File: src/rtl/pll_lock_seq.sv
// pll_lock_seq: PLL lock acquisition sequencer.
// Drives the PLL reset, brake and feedback divider, then compares externally
// measured feedback counts against the expected count to decide lock or failure.
// Optional build macro: PLL_LOCK_SEQ_RELOCK_EN adds loss-of-lock detection
// in LOCKED with an automatic re-acquisition through RESET.
module pll_lock_seq #(
    parameter int RST_CYCLES    = 12,
    parameter int SETTLE_CYCLES = 64,
    parameter int WIN_CYCLES    = 4,
    parameter int TOL           = 2,
    parameter int LOCK_COUNT    = 3,
    parameter int MAX_MEAS      = 16
) (
    input  logic        refclk,
    input  logic        resetn,
    input  logic        start,
    input  logic        stop,
    input  logic [7:0]  n_cfg,
    input  logic [15:0] fb_count,
    input  logic        fb_count_valid,
    output logic        pll_resetn,
    output logic        pll_brake,
    output logic [7:0]  pll_n,
    output logic        busy,
    output logic        locked,
    output logic        fail
);

    localparam logic [2:0] S_IDLE    = 3'd0;
    localparam logic [2:0] S_RESET   = 3'd1;
    localparam logic [2:0] S_SETTLE  = 3'd2;
    localparam logic [2:0] S_MEASURE = 3'd3;
    localparam logic [2:0] S_LOCKED  = 3'd4;
    localparam logic [2:0] S_FAIL    = 3'd5;

    localparam int CYC_MAX = (RST_CYCLES > SETTLE_CYCLES) ? RST_CYCLES : SETTLE_CYCLES;
    localparam int CYC_W   = $clog2(CYC_MAX + 1);
    localparam int GOOD_W  = $clog2(LOCK_COUNT + 1);
    localparam int MEAS_W  = $clog2(MAX_MEAS + 1);

    localparam logic [CYC_W-1:0]  RST_LAST    = CYC_W'(RST_CYCLES - 1);
    localparam logic [CYC_W-1:0]  SETTLE_LAST = CYC_W'(SETTLE_CYCLES - 1);
    localparam logic [GOOD_W-1:0] GOOD_MAX    = GOOD_W'(LOCK_COUNT);
    localparam logic [MEAS_W-1:0] MEAS_MAX    = MEAS_W'(MAX_MEAS);
    localparam logic [16:0]       TOL_17      = 17'(TOL);

    logic [2:0]        state;
    logic [2:0]        state_nx;
    logic [CYC_W-1:0]  cyc_cnt;
    logic [CYC_W-1:0]  cyc_cnt_nx;
    logic [GOOD_W-1:0] good_cnt;
    logic [GOOD_W-1:0] good_cnt_nx;
    logic [GOOD_W-1:0] good_inc;
    logic [MEAS_W-1:0] meas_cnt;
    logic [MEAS_W-1:0] meas_cnt_nx;
    logic [MEAS_W-1:0] meas_inc;
    logic [7:0]        pll_n_nx;
    logic              can_start;

    logic [15:0]       expected_count;
    logic [16:0]       count_err;
    logic              window_good;

    logic              pll_resetn_nx;
    logic              pll_brake_nx;
    logic              busy_nx;
    logic              locked_nx;
    logic              fail_nx;

`ifdef PLL_LOCK_SEQ_RELOCK_EN
    logic [GOOD_W-1:0] loss_cnt;
    logic [GOOD_W-1:0] loss_cnt_nx;
    logic [GOOD_W-1:0] loss_inc;
`endif

    // Judge the current window: absolute distance between measured and expected count, no wrap.
    always_comb begin
        expected_count = 16'(pll_n) * 16'(WIN_CYCLES);
        if (fb_count >= expected_count) begin
            count_err = {1'b0, fb_count} - {1'b0, expected_count};
        end else begin
            count_err = {1'b0, expected_count} - {1'b0, fb_count};
        end
        window_good = (count_err <= TOL_17);
    end

    // Saturating increments so that no counter can ever wrap back to zero.
    always_comb begin
        good_inc = (good_cnt >= GOOD_MAX) ? good_cnt : good_cnt + 1'b1;
        meas_inc = (meas_cnt >= MEAS_MAX) ? meas_cnt : meas_cnt + 1'b1;
`ifdef PLL_LOCK_SEQ_RELOCK_EN
        loss_inc = (loss_cnt >= GOOD_MAX) ? loss_cnt : loss_cnt + 1'b1;
`endif
    end

    // Next-state and counter logic; stop dominates, then start, then per-state sequencing.
    always_comb begin
        state_nx    = state;
        cyc_cnt_nx  = cyc_cnt;
        good_cnt_nx = good_cnt;
        meas_cnt_nx = meas_cnt;
        pll_n_nx    = pll_n;
`ifdef PLL_LOCK_SEQ_RELOCK_EN
        loss_cnt_nx = loss_cnt;
`endif
        can_start = (state == S_IDLE) || (state == S_LOCKED) || (state == S_FAIL);

        if (stop) begin
            state_nx    = S_IDLE;
            cyc_cnt_nx  = '0;
            good_cnt_nx = '0;
            meas_cnt_nx = '0;
`ifdef PLL_LOCK_SEQ_RELOCK_EN
            loss_cnt_nx = '0;
`endif
        end else if (start && can_start) begin
            cyc_cnt_nx  = '0;
            good_cnt_nx = '0;
            meas_cnt_nx = '0;
`ifdef PLL_LOCK_SEQ_RELOCK_EN
            loss_cnt_nx = '0;
`endif
            if (n_cfg != 8'd0) begin
                state_nx = S_RESET;
                pll_n_nx = n_cfg;
            end else begin
                state_nx = S_FAIL;
            end
        end else begin
            case (state)
                S_RESET: begin
                    if (cyc_cnt == RST_LAST) begin
                        state_nx   = S_SETTLE;
                        cyc_cnt_nx = '0;
                    end else begin
                        cyc_cnt_nx = cyc_cnt + 1'b1;
                    end
                end
                S_SETTLE: begin
                    if (cyc_cnt == SETTLE_LAST) begin
                        state_nx   = S_MEASURE;
                        cyc_cnt_nx = '0;
                    end else begin
                        cyc_cnt_nx = cyc_cnt + 1'b1;
                    end
                end
                S_MEASURE: begin
                    if (fb_count_valid) begin
                        good_cnt_nx = window_good ? good_inc : '0;
                        meas_cnt_nx = meas_inc;
                        if (good_cnt_nx >= GOOD_MAX) begin
                            state_nx = S_LOCKED;
`ifdef PLL_LOCK_SEQ_RELOCK_EN
                            loss_cnt_nx = '0;
`endif
                        end else if (meas_cnt_nx >= MEAS_MAX) begin
                            state_nx = S_FAIL;
                        end
                    end
                end
                S_LOCKED: begin
`ifdef PLL_LOCK_SEQ_RELOCK_EN
                    if (fb_count_valid) begin
                        if (window_good) begin
                            loss_cnt_nx = '0;
                        end else if (loss_inc >= GOOD_MAX) begin
                            state_nx    = S_RESET;
                            cyc_cnt_nx  = '0;
                            good_cnt_nx = '0;
                            meas_cnt_nx = '0;
                            loss_cnt_nx = '0;
                        end else begin
                            loss_cnt_nx = loss_inc;
                        end
                    end
`else
                    state_nx = S_LOCKED;
`endif
                end
                default: begin
                    state_nx = state;
                end
            endcase
        end
    end

    // Decode the outputs from the next state so every output is a plain register.
    always_comb begin
        pll_resetn_nx = (state_nx == S_SETTLE) || (state_nx == S_MEASURE) || (state_nx == S_LOCKED);
        pll_brake_nx  = (state_nx == S_IDLE) || (state_nx == S_FAIL);
        busy_nx       = (state_nx == S_RESET) || (state_nx == S_SETTLE) || (state_nx == S_MEASURE);
        locked_nx     = (state_nx == S_LOCKED);
        fail_nx       = (state_nx == S_FAIL);
    end

    // State, counters and registered outputs; synchronous reset returns to a braked IDLE.
    always_ff @(posedge refclk) begin
        if (!resetn) begin
            state      <= S_IDLE;
            cyc_cnt    <= '0;
            good_cnt   <= '0;
            meas_cnt   <= '0;
            pll_n      <= 8'd0;
            pll_resetn <= 1'b0;
            pll_brake  <= 1'b1;
            busy       <= 1'b0;
            locked     <= 1'b0;
            fail       <= 1'b0;
        end else begin
            state      <= state_nx;
            cyc_cnt    <= cyc_cnt_nx;
            good_cnt   <= good_cnt_nx;
            meas_cnt   <= meas_cnt_nx;
            pll_n      <= pll_n_nx;
            pll_resetn <= pll_resetn_nx;
            pll_brake  <= pll_brake_nx;
            busy       <= busy_nx;
            locked     <= locked_nx;
            fail       <= fail_nx;
        end
    end

`ifdef PLL_LOCK_SEQ_RELOCK_EN
    // Loss-of-lock counter, only present when re-acquisition is enabled.
    always_ff @(posedge refclk) begin
        if (!resetn) begin
            loss_cnt <= '0;
        end else begin
            loss_cnt <= loss_cnt_nx;
        end
    end
`endif

endmodule

File: config.mk
export PLATFORM = sky130hd
export DESIGN_NAME = pll_lock_seq
export DESIGN_NICKNAME = d
export VERILOG_FILES = /design/src/rtl/pll_lock_seq.sv
export SDC_FILE = /design/constraint.sdc
export NUM_CORES = 1
export LEC_CHECK = 0
export ABC_AREA = 1
export CORE_UTILIZATION = 49
export CTS_CLUSTER_SIZE = 10
export DETAILED_ROUTE_END_ITERATION = 12
export PLACE_DENSITY = 0.73
export SLEW_MARGIN = 10
export SYNTH_ARGS = -nofsm -noshare
export SYNTH_HDL_FRONTEND = slang
export SYNTH_SLANG_ARGS = --single-unit
File: constraint.sdc
create_clock -name refclk -period 2.84 [get_ports refclk]
set_input_delay 0.568 -clock refclk [delete_from_list [all_inputs] [get_ports refclk]]
set_output_delay 0.568 -clock refclk [all_outputs]
set_load 0.01 [all_outputs]
==> impl_metrics.py <==
metrics = {
    "cells_and_area": {
        "area_growth_pct": 52.3,
        "final_util_pct": 78.6,
        "fin_cells": 659,
        "final_nets": 638,
        "antenna_cells": 0,
        "layout-drive-gt1-share_pct": 34.4,
    },
    "drt": {
        "ant_nets": 0,
        "drtPass1Iterations": 7,
        "via_per_inst": 5.27,
        "routed_wl_um": 9590,
        "vias": 3475,
        "drt_iter0_drc": 209,
        "drcViolationCount": 0,
        "wl_per_cell_um": 14.5,
    },
    "synthesis": {
        "synth_fp_nets": 538,
        "synth_edf_count": 0,
        "synth_area_um2": 2890,
        "synth_seq_cells": 30,
        "syn_inst": 487,
        "synthFlopType": "dfxtp_1",
        "ys_seq_area_share_pct": 20.8,
        "yosysWarningCount": 0,
        "yosysUniqueCellTypes": 34,
        "avgSynthCellArea_um2": 5.94,
        "async_flop_share_pct": 0,
    },
    "floorplanning": {
        "ios": 42,
        "dieArea_um2": 6210,
        "rows": 27,
        "initial_utilization_pct": 51.6,
        "die_w_um": 78.8,
        "core_um2": 5610,
        "die_height_um": 78.8,
    },
    "placement": {
        "portBuffers": 41,
        "preCtsSetupSlack_ns": -0.553,
        "gp_congestion": 0.982,
        "place_hpwl_um": 6620,
        "dpl.cell_count": 640,
    },
    "power": {
        "finalPower_mw": 1.57,
        "ir_worst_vdd_mv": 0.382,
        "p_per_area_nw_per_um2": 356,
        "power.internal_mw": 1.02,
        "switching_share_pct": 35.1,
        "power_frac_seq_pct": 28.8,
        "netSwitchingPower_mw": 0.552,
        "p_leak_nw": 2.05,
        "p_comb_share_pct": 43.0,
        "p_clk_share_pct": 28.2,
    },
    "clock_network": {
        "clkLatencyLatePin_ns": 0.28,
        "cts.clk_slew.worst_paths_ns": 0.07,
        "cts.sinks": 30,
        "cts_max_path_buffers": 2,
        "cts_tree": "built",
        "htreeDepth": 2,
        "cts-root-buf": "clkbuf_8",
        "numCtsBuffers": 5,
    },
    "timing": {
        "tightest_slew_ns": 0.589,
        "fin_crit_sh_pct": 96.6,
        "period_needed_ns": 2.74,
        "slew-limit-headroom_pct": 60.4,
        "max_freq_ghz": 0.365,
        "fin_tns_setup_ns": 0,
        "timing_hold_violations_final": 0,
        "setup_viol": 0,
        "clock_skew_ns": 0.00646,
        "slew_violations": 0,
        "rsz0062_at_grt": "yes",
        "setup_slack_ns": 0.0969,
    },
    "global_route": {
        "grt_pass1_wl_um": 14900,
        "grt_max_degree": 16,
        "grt_pass1_vias": 3364,
        "grt_remaining_overflow": 0,
        "antenna_found_initial": 0,
        "grt_usage_pct": 30.8,
    },
    "hold_path": {
        "min_path_type": "reg -> reg",
        "min_path_cells": 2,
    },
    "critical_path": {
        "crit_required_ns": 3.02,
        "cp-start-kind": "input port",
        "worst_r2r_path_depth": 18,
        "crit_arrival_ns": 2.92,
        "cp-end-kind": "flip-flop",
        "critical_path_class": "in -> reg",
        "crit_fanout": 2,
    },
    "job": {
        "drv_cap": 0,
    },
    "run_status": {
        "status": "finished, final reports clean",
    },
}
## logic make-up (layout without fill, tap and decap cells)
family | count (synthesis) | count (layout) | share of synthesized area (%)
adder cells (fa/ha/maj) | 22 | 22 | 9.78
XOR/XNOR | 15 | 15 | 4.54
buffers and inverters | 95 | 195 | 12.5
AND/OR/NAND/NOR | 272 | 272 | 42.3
flip-flops | 30 | 30 | 20.8
AO/OA/AOI/OAI | 53 | 53 | 10.1
## power by group through the flow
stage          Clock (mW)  Combinational (mW)  Sequential (mW)
2_1_floorplan           0               0.290            0.461
3_5_place_dp            0               0.509            0.456
4_1_cts             0.448               0.609            0.452
3_3_place_gp            0               0.505            0.457
6_report            0.442               0.675            0.452
5_1_grt             0.462               0.725            0.453
## per-stage QoR
stage / hold slack (ns) / instance area (um2)
5_1_grt: 0.502 / 4410
2_1_floorplan: 0.439 / 2890
3_5_place_dp: 0.474 / 3710
6_report: 0.479 / 4410
3_3_place_gp: 0.453 / 3710
4_1_cts: 0.485 / 4220
## critical path, cell delays in order
cell	delay, ns
clkdlybuf4s50_1	0.49
inv_2	0.06
ha_4	0.16
buf_4	0.14
xor2_1	0.13
a21oi_1	0.14
nand3_1	0.15
nor2_1	0.16
nand3_1	0.10
nand2_1	0.09
nand4_1	0.10
nand2_1	0.10
nand2_1	0.06
nand2_1	0.06
nand2_1	0.10
buf_4	0.16
nand4_1	0.08
nand2_1	0.06
## path summary, 6_finish.rpt
check         startpoint           to  slack, ns
min          good_cnt[0]  good_cnt[0]       0.48
max reg2reg     pll_n[0]   pll_resetn       0.22
max          fb_count[1]   pll_resetn        0.1
min reg2reg  good_cnt[0]  good_cnt[0]       0.48
## flip-flops by register name (all words and copies together), names as in the netlist, named ones only
| register | cells |
|---|---|
| pll_n | 8 |
| cyc_cnt | 7 |
| state | 3 |
| good_cnt | 2 |
| meas_cnt | 2 |
| busy | 1 |
| fail | 1 |
| locked | 1 |
| pll_brake | 1 |
| pll_resetn | 1 |
## area by class of cell
| class | count | area [um2] |
|---|---|---|
| Clock buffer | 6 | 82.6 |
| Clock inverter | 1 | 30.0 |
| Fill cell | 423 | 1200 |
| Inverter | 88 | 338 |
| Multi-Input combinational cell | 362 | 2400 |
| Sequential cell | 30 | 601 |
| Tap cell | 72 | 90.1 |
| Timing Repair Buffer | 100 | 865 |
## cell usage in the layout, fill, tap and decap left out, drive strengths merged, types with 2 or more instances in the layout
master / synthesis / layout
nand2: 149 / 149
inv: 87 / 88
buf: 5 / 59
nor2: 57 / 57
nand3: 38 / 38
clkdlybuf4s50: 0 / 31
a21oi: 31 / 31
dfxtp: 30 / 30
ha: 21 / 21
o21ai: 15 / 15
nand4: 12 / 12
xor2: 10 / 10
nor3: 8 / 8
clkbuf: 2 / 6
xnor2: 5 / 5
clkdlybuf4s15: 0 / 4
a211oi: 3 / 3
dlymetal6s2s: 0 / 3
dlygate4sd2: 0 / 3
or2: 3 / 3
nand3b: 2 / 2
## synth_stat cells, types with 3 or more instances
cell type  number  area share (%)
nor2_2          8             1.7
xor2_1         10             3.0
inv_2           7            0.91
dfxtp_1        30              21
nand3_1        36             6.2
a21oi_1        30             5.2
xnor2_1         5             1.5
nor3_1          8             1.4
o21ai_0        15             2.6
buf_2           5            0.86
nor2_1         46             6.0
a211oi_1        3            0.78
inv_1          80              10
nor2_4          3             1.2
nand2_1       138              18
nand4_1        12             2.6
ha_1           21             9.1
nand2_2         9             1.9
## repair_timing
action,4_1_cts,5_1_grt
setup endpoints to repair,9,9
setup buffers,9,3
pin swaps,41,34
resized for setup,94,57
hold buffers,0,0
## routing by layer
metal	global-route usage, %	up-vias	wire [um]
met3	5.29	42	547
met2	53.8	147	4530
met4	15.3	0	384
li1	-	1720	-
met1	36.2	1566	4130
met5	0	-	0
No activity file was read; power rests on OpenSTA's default activity.
